### config.mk
export PLATFORM = sky130hd
export DESIGN_NAME = glm_op_sequencer
export DESIGN_NICKNAME = d
export VERILOG_FILES = /design/src/rtl/glm_seq_pkg.sv /design/src/rtl/glm_seq_decode.sv /design/src/rtl/glm_op_sequencer.sv
export SDC_FILE = /design/constraint.sdc
export NUM_CORES = 1
export LEC_CHECK = 0
export CAP_MARGIN = 20
export CORE_ASPECT_RATIO = 2
export CORE_MARGIN = 2
export CORE_UTILIZATION = 46
export CTS_BUF_LIST = sky130_fd_sc_hd__clkbuf_8
export DETAILED_ROUTE_END_ITERATION = 8
export PLACE_DENSITY = 0.82
export SLEW_MARGIN = 30
export SYNTH_ARGS = -nofsm -noshare
export SYNTH_HDL_FRONTEND = slang
export SYNTH_HIERARCHICAL = 1
export SYNTH_SLANG_ARGS = --single-unit
### constraint.sdc
create_clock -name clk -period 3.75 [get_ports clk]
set_input_delay 0.5625 -clock clk [delete_from_list [all_inputs] [get_ports clk]]
set_output_delay 0.5625 -clock clk [all_outputs]
set_load 0.05 [all_outputs]
### src/rtl/glm_seq_pkg.sv
// glm_seq_pkg: shared state encoding, instruction field layout and decoded instruction type
package glm_seq_pkg;
   typedef enum logic [2:0] {
      S_IDLE,
      S_FETCH,
      S_WAIT_INSTR,
      S_DISPATCH,
      S_WAIT_DONE,
      S_FINISH
   } t_seqstate;
   localparam int SEQ_UNIT_HI = 167;
   localparam int SEQ_UNIT_LO = 160;
   localparam int SEQ_LAST_BIT = 168;
   localparam int SEQ_JCOUNT_HI = 184;
   localparam int SEQ_JCOUNT_LO = 169;
   localparam int SEQ_JTARGET_HI = 190;
   localparam int SEQ_JTARGET_LO = 185;
   localparam int SEQ_RSVD_BIT = 191;
   localparam logic [7:0] SEQ_UNIT_JUMP = 8'hFF;
   typedef struct packed {
      logic         rsvd;
      logic [5:0]   jtarget;
      logic [15:0]  jcount;
      logic         last;
      logic [7:0]   unit;
      logic [159:0] regs;
   } t_instruction;
endpackage

### src/rtl/glm_seq_decode.sv
// glm_seq_decode: unpacks an instruction word and classifies it as op, jump or invalid
module glm_seq_decode
   import glm_seq_pkg::*;
#(
   parameter int NUM_OPS = 4
) (
   input  logic [191:0]  word,
   output t_instruction  instr,
   output logic          is_jump,
   output logic          is_valid,
   output logic          is_invalid
);
   always_comb begin
      instr.rsvd    = word[SEQ_RSVD_BIT];
      instr.jtarget = word[SEQ_JTARGET_HI:SEQ_JTARGET_LO];
      instr.jcount  = word[SEQ_JCOUNT_HI:SEQ_JCOUNT_LO];
      instr.last    = word[SEQ_LAST_BIT];
      instr.unit    = word[SEQ_UNIT_HI:SEQ_UNIT_LO];
      instr.regs    = word[SEQ_UNIT_LO-1:0];
   end
   assign is_jump    = instr.unit == SEQ_UNIT_JUMP;
   assign is_valid   = !is_jump && 32'(instr.unit) < NUM_OPS;
   assign is_invalid = !is_jump && !is_valid;
endmodule

### src/rtl/glm_op_sequencer.sv
// glm_op_sequencer: fetches instructions, dispatches them to operator units and runs one counted loop level
module glm_op_sequencer
   import glm_seq_pkg::*;
#(
   parameter int NUM_OPS         = 4,
   parameter int NUM_REGS        = 5,
   parameter int LOG2_PROG_DEPTH = 6
) (
   input  logic                       clk,
   input  logic                       reset,
   input  logic                       start,
   input  logic [LOG2_PROG_DEPTH:0]   prog_length,
   output logic                       busy,
   output logic                       done,
   output logic                       error,
   output logic                       instr_re,
   output logic [LOG2_PROG_DEPTH-1:0] instr_raddr,
   input  logic                       instr_rvalid,
   input  logic [191:0]               instr_rdata,
   output logic [NUM_OPS-1:0]         op_start,
   output logic [NUM_REGS*32-1:0]     regs,
   input  logic [NUM_OPS-1:0]         op_done,
   output logic [47:0]                cycle_count
);
   localparam int PW = LOG2_PROG_DEPTH + 1;
   t_seqstate state, state_nx;
   t_instruction instr;
   logic [PW-1:0] pc, pc_nx, len;
   logic [15:0] loop_cnt;
   logic [191:0] word;
   logic [NUM_OPS-1:0] sel;
   logic is_jump, is_valid, is_invalid, take, got_done, step, fin;
   glm_seq_decode #(.NUM_OPS(NUM_OPS)) u_decode (
      .word       (word),
      .instr      (instr),
      .is_jump    (is_jump),
      .is_valid   (is_valid),
      .is_invalid (is_invalid)
   );
   assign busy        = state != S_IDLE;
   assign done        = state == S_FINISH;
   assign instr_re    = state == S_FETCH;
   assign instr_raddr = pc[LOG2_PROG_DEPTH-1:0];
   always_ff @(posedge clk) begin
      if (!reset) state <= S_IDLE;
      else state <= state_nx;
   end
   always_comb begin
      take     = is_jump && loop_cnt < instr.jcount;
      pc_nx    = take ? PW'(instr.jtarget) : pc + 1'b1;
      got_done = |(op_done & sel) && ~|op_start;
      step     = (state == S_DISPATCH && is_jump) || (state == S_WAIT_DONE && got_done);
      fin      = (instr.last && !take) || pc_nx >= len;
      state_nx = state;
      case (state)
         S_IDLE:       if (start) state_nx = ~|prog_length ? S_FINISH : S_FETCH;
         S_FETCH:      state_nx = S_WAIT_INSTR;
         S_WAIT_INSTR: if (instr_rvalid) state_nx = S_DISPATCH;
         S_DISPATCH:   state_nx = is_valid ? S_WAIT_DONE : (is_invalid || fin) ? S_FINISH : S_FETCH;
         S_WAIT_DONE:  if (got_done) state_nx = fin ? S_FINISH : S_FETCH;
         S_FINISH:     state_nx = S_IDLE;
         default:      state_nx = S_IDLE;
      endcase
   end
   always_ff @(posedge clk) begin
      if (!reset) begin
         pc          <= '0;
         len         <= '0;
         loop_cnt    <= '0;
         word        <= '0;
         sel         <= '0;
         op_start    <= '0;
         regs        <= '0;
         error       <= 1'b0;
         cycle_count <= '0;
      end else begin
         op_start <= '0;
         if (state == S_IDLE && start) begin
            pc          <= '0;
            loop_cnt    <= '0;
            cycle_count <= '0;
            error       <= 1'b0;
            len         <= prog_length;
         end else if (busy && ~&cycle_count) begin
            cycle_count <= cycle_count + 1'b1;
         end
         if (state == S_WAIT_INSTR && instr_rvalid) word <= instr_rdata;
         if (state == S_DISPATCH && is_valid) begin
            regs     <= (NUM_REGS*32)'(instr.regs);
            op_start <= NUM_OPS'(1) << instr.unit;
            sel      <= NUM_OPS'(1) << instr.unit;
         end
         if (state == S_DISPATCH && is_invalid) error <= 1'b1;
         if (state == S_DISPATCH && is_jump) loop_cnt <= take ? loop_cnt + 1'b1 : '0;
         if (step) pc <= pc_nx;
      end
   end
endmodule
==> run metrics <==
CP Data Required Time=4.26 ns; core footprint=41640 sq um; area grow syn2layout=22.39%; placed cells=2993; Final nets=2749; Clk network pwr share=0.380; Seq pwr share=0.511; vias per inst=5.223; Crit. End Element=flop; NetSw=2.503 mW; clock slew at reported path FFs=0.07 ns; Slew Limit Fails=0; CTS buffer count=61; Hold Path Class=reg -> reg; 1st-iter DRT viols=764; Syn Nets=2581; Sw Ratio=0.2598; Synth Cell Area=19380 sq um; # resized after CTS=0; layout cells sized above 1=0.05302; IO Port Bufs=427; top achievable clock speed=295.2 MHz; status=finished, final reports clean; first-pass GRT wire length=81820 um; Worst-Margin Slew=0.9360 ns; normalized max-slew margin=0.3760; number of setup buffers added after CTS=0; Reg2Reg Launch Point=loop_cnt[13]$_SDFFE_PN0P_; critical path class=reg -> reg; Die Area=43890 sq um; Leak=8.017 nW; Pre-antenna DRT Iters=7; RSZ-0062 raised after global routing=no; # IOs=429; Setup TNS=0 ns; Setup Skew=0.02047 ns; DR vias=16250; clock root cell=clkbuf_8; gpl congestion=0.8950; final cell count without fillers=3112; CTS Sinks=441; Max stage delay cell, worst path=a211oi_1; Final Cycle Share=0.9034; CP max stage delay=0.54 ns; peak supply drop=0.2749 mV; CTS tree=done; Congestion Overflow GR=0; max-cap violations=0; largest net degree at the start of global routing=212; final hold violations=0; synthesized area per cell=8.251 sq um; clock latency on the worst-skew pair=0.61 ns; antenna violations before repair=7; CP startpoint=loop_cnt[13]$_SDFFE_PN0P_; num rows=106; Ys Warns=6; Routed Antenna Nets=0; all-layer global routing usage=0.2330; CP Launch Type=flop; PwrDens=406.1 nW/um^2; Hold-fix buffers, CTS=0; post-layout minimum cycle time=3.388 ns; Syn Inst Count=2349; CTS max path bufs=3; Die Wd=149.1 um; worst hold start=word[2]$_SDFFE_PN0P_; Starting Density=0.4654; Max FO, Critical Path=6; power consumption=9.634 mW; CTS H-tree depth=2; number of global-route vias before repair=16020; DPL Wire Length=37200 um; internal cell power=7.131 mW; drt drc=0; Routed wire per std cell=17.02 um; Routed WL=52980 um; Crit path arrival time=3.90 ns; DIE HEIGHT=294.3 um; Critical Path, Cell by Cell=ha_1 -> a211oi_1 -> o21ai_1 -> a211oi_1 -> o21a_1 -> mux2_1 -> ha_1 -> a21o_1 -> a21oi_1 -> o21ai_0 -> nand3_1 -> a311oi_1; Setup Viol. Count Final=0; Comb power frac=0.109
==> critical path: cells and delay by family, from the launching register on <==
family / cells / cell delay, ns
adders and majority gates: 2 / 0.59
muxes: 1 / 0.39
and+or+nand+nor: 1 / 0.13
DFF: 1 / 0.45
AOI/OAI and AO/OA: 8 / 1.74
==> metal layers <==
| layer | wire [um] | part of all wire | up-vias | track usage |
|---|---|---|---|---|
| met1 | 18090 | 0.34 | 7600 | 0.2259 |
| met3 | 3338 | 0.063 | 199 | 0.05046 |
| met4 | 3689 | 0.070 | 0 | 0.1605 |
| met5 | 0 | 0 | - | 0 |
| li1 | - | - | 7859 | - |
| met2 | 27860 | 0.53 | 596 | 0.4313 |
==> worst paths after layout <==
kind,end,slack [ns],depth (start not counted)
max,state[2]$_SDFFE_PN0P_,0.36,12
min reg2reg,regs[2]$_SDFFE_PN0P_,0.44,2
max reg2reg,state[2]$_SDFFE_PN0P_,0.36,12
min,regs[2]$_SDFFE_PN0P_,0.44,2
==> layout make-up <==
| type | count | area, sq um |
|---|---|---|
| Fill cell | 3645 | 17920 |
| Sequential cell | 441 | 8828 |
| Multi-Input combinational cell | 1534 | 8374 |
| Timing Repair Buffer | 442 | 4466 |
| Clock buffer | 78 | 1074 |
| Tap cell | 540 | 675.6 |
| Clock inverter | 33 | 147.6 |
| Inverter | 37 | 138.9 |
| Antenna cell | 7 | 17.52 |
==> through the flow <==
stage / area, sq um / hold slack, ns / setup WS (ns) / utilization
finish: 23720 / 0.4445 / 0.3621 / 0.5696
global placement: 22480 / 0.4348 / 0.5769 / 0.5397
detailed placement: 22480 / 0.4435 / 0.4804 / 0.5397
floorplan: 19380 / 0.4354 / 0.9110 / -
CTS: 23700 / 0.4261 / 0.4536 / 0.5690
global route: 23720 / 0.4590 / 0.1250 / 0.5696
==> registers in the layout (all words and copies together), names as in the netlist <==
register	flops
cycle_count	48
error	1
len	7
loop_cnt	16
op_start	4
pc	7
regs	160
sel	4
state	3
word	191
==> power by group through the flow <==
stage / Sequential (mW) / Combinational [mW] / Clock [mW]
floorplan: 5.03 / 0.738 / 0
global placement: 5.01 / 1.04 / 0
detailed placement: 5.02 / 1.05 / 0
CTS: 4.92 / 1.06 / 3.78
global route: 4.93 / 1.15 / 3.95
finish: 4.92 / 1.05 / 3.66
==> placed cells by master, fill, tap and decap left out, types with 4 or more instances in the layout <==
cell type        count
nand2_1            762
dfxtp_1            441
clkdlybuf4s50_1    426
a21boi_0           222
a21boi_1           136
clkbuf_8            79
nor2_1              69
inv_1               58
nand4_1             30
nand3_1             29
xnor2_1             27
ha_1                25
nor3_1              23
o21ai_0             21
a21oi_1             19
xor2_1              17
or3_1               12
nor4_1              11
and2_1              10
clkinv_2             9
buf_4                9
and3_1               8
diode_2              7
nor2b_1              7
o21ai_1              6
buf_12               6
a21o_1               5
a31oi_1              5
o211ai_1             5
a32oi_1              5
nand4_2              4
nor3_2               4
nand2b_1             4
a31o_2               4
Power figures use the tool's default switching activity.
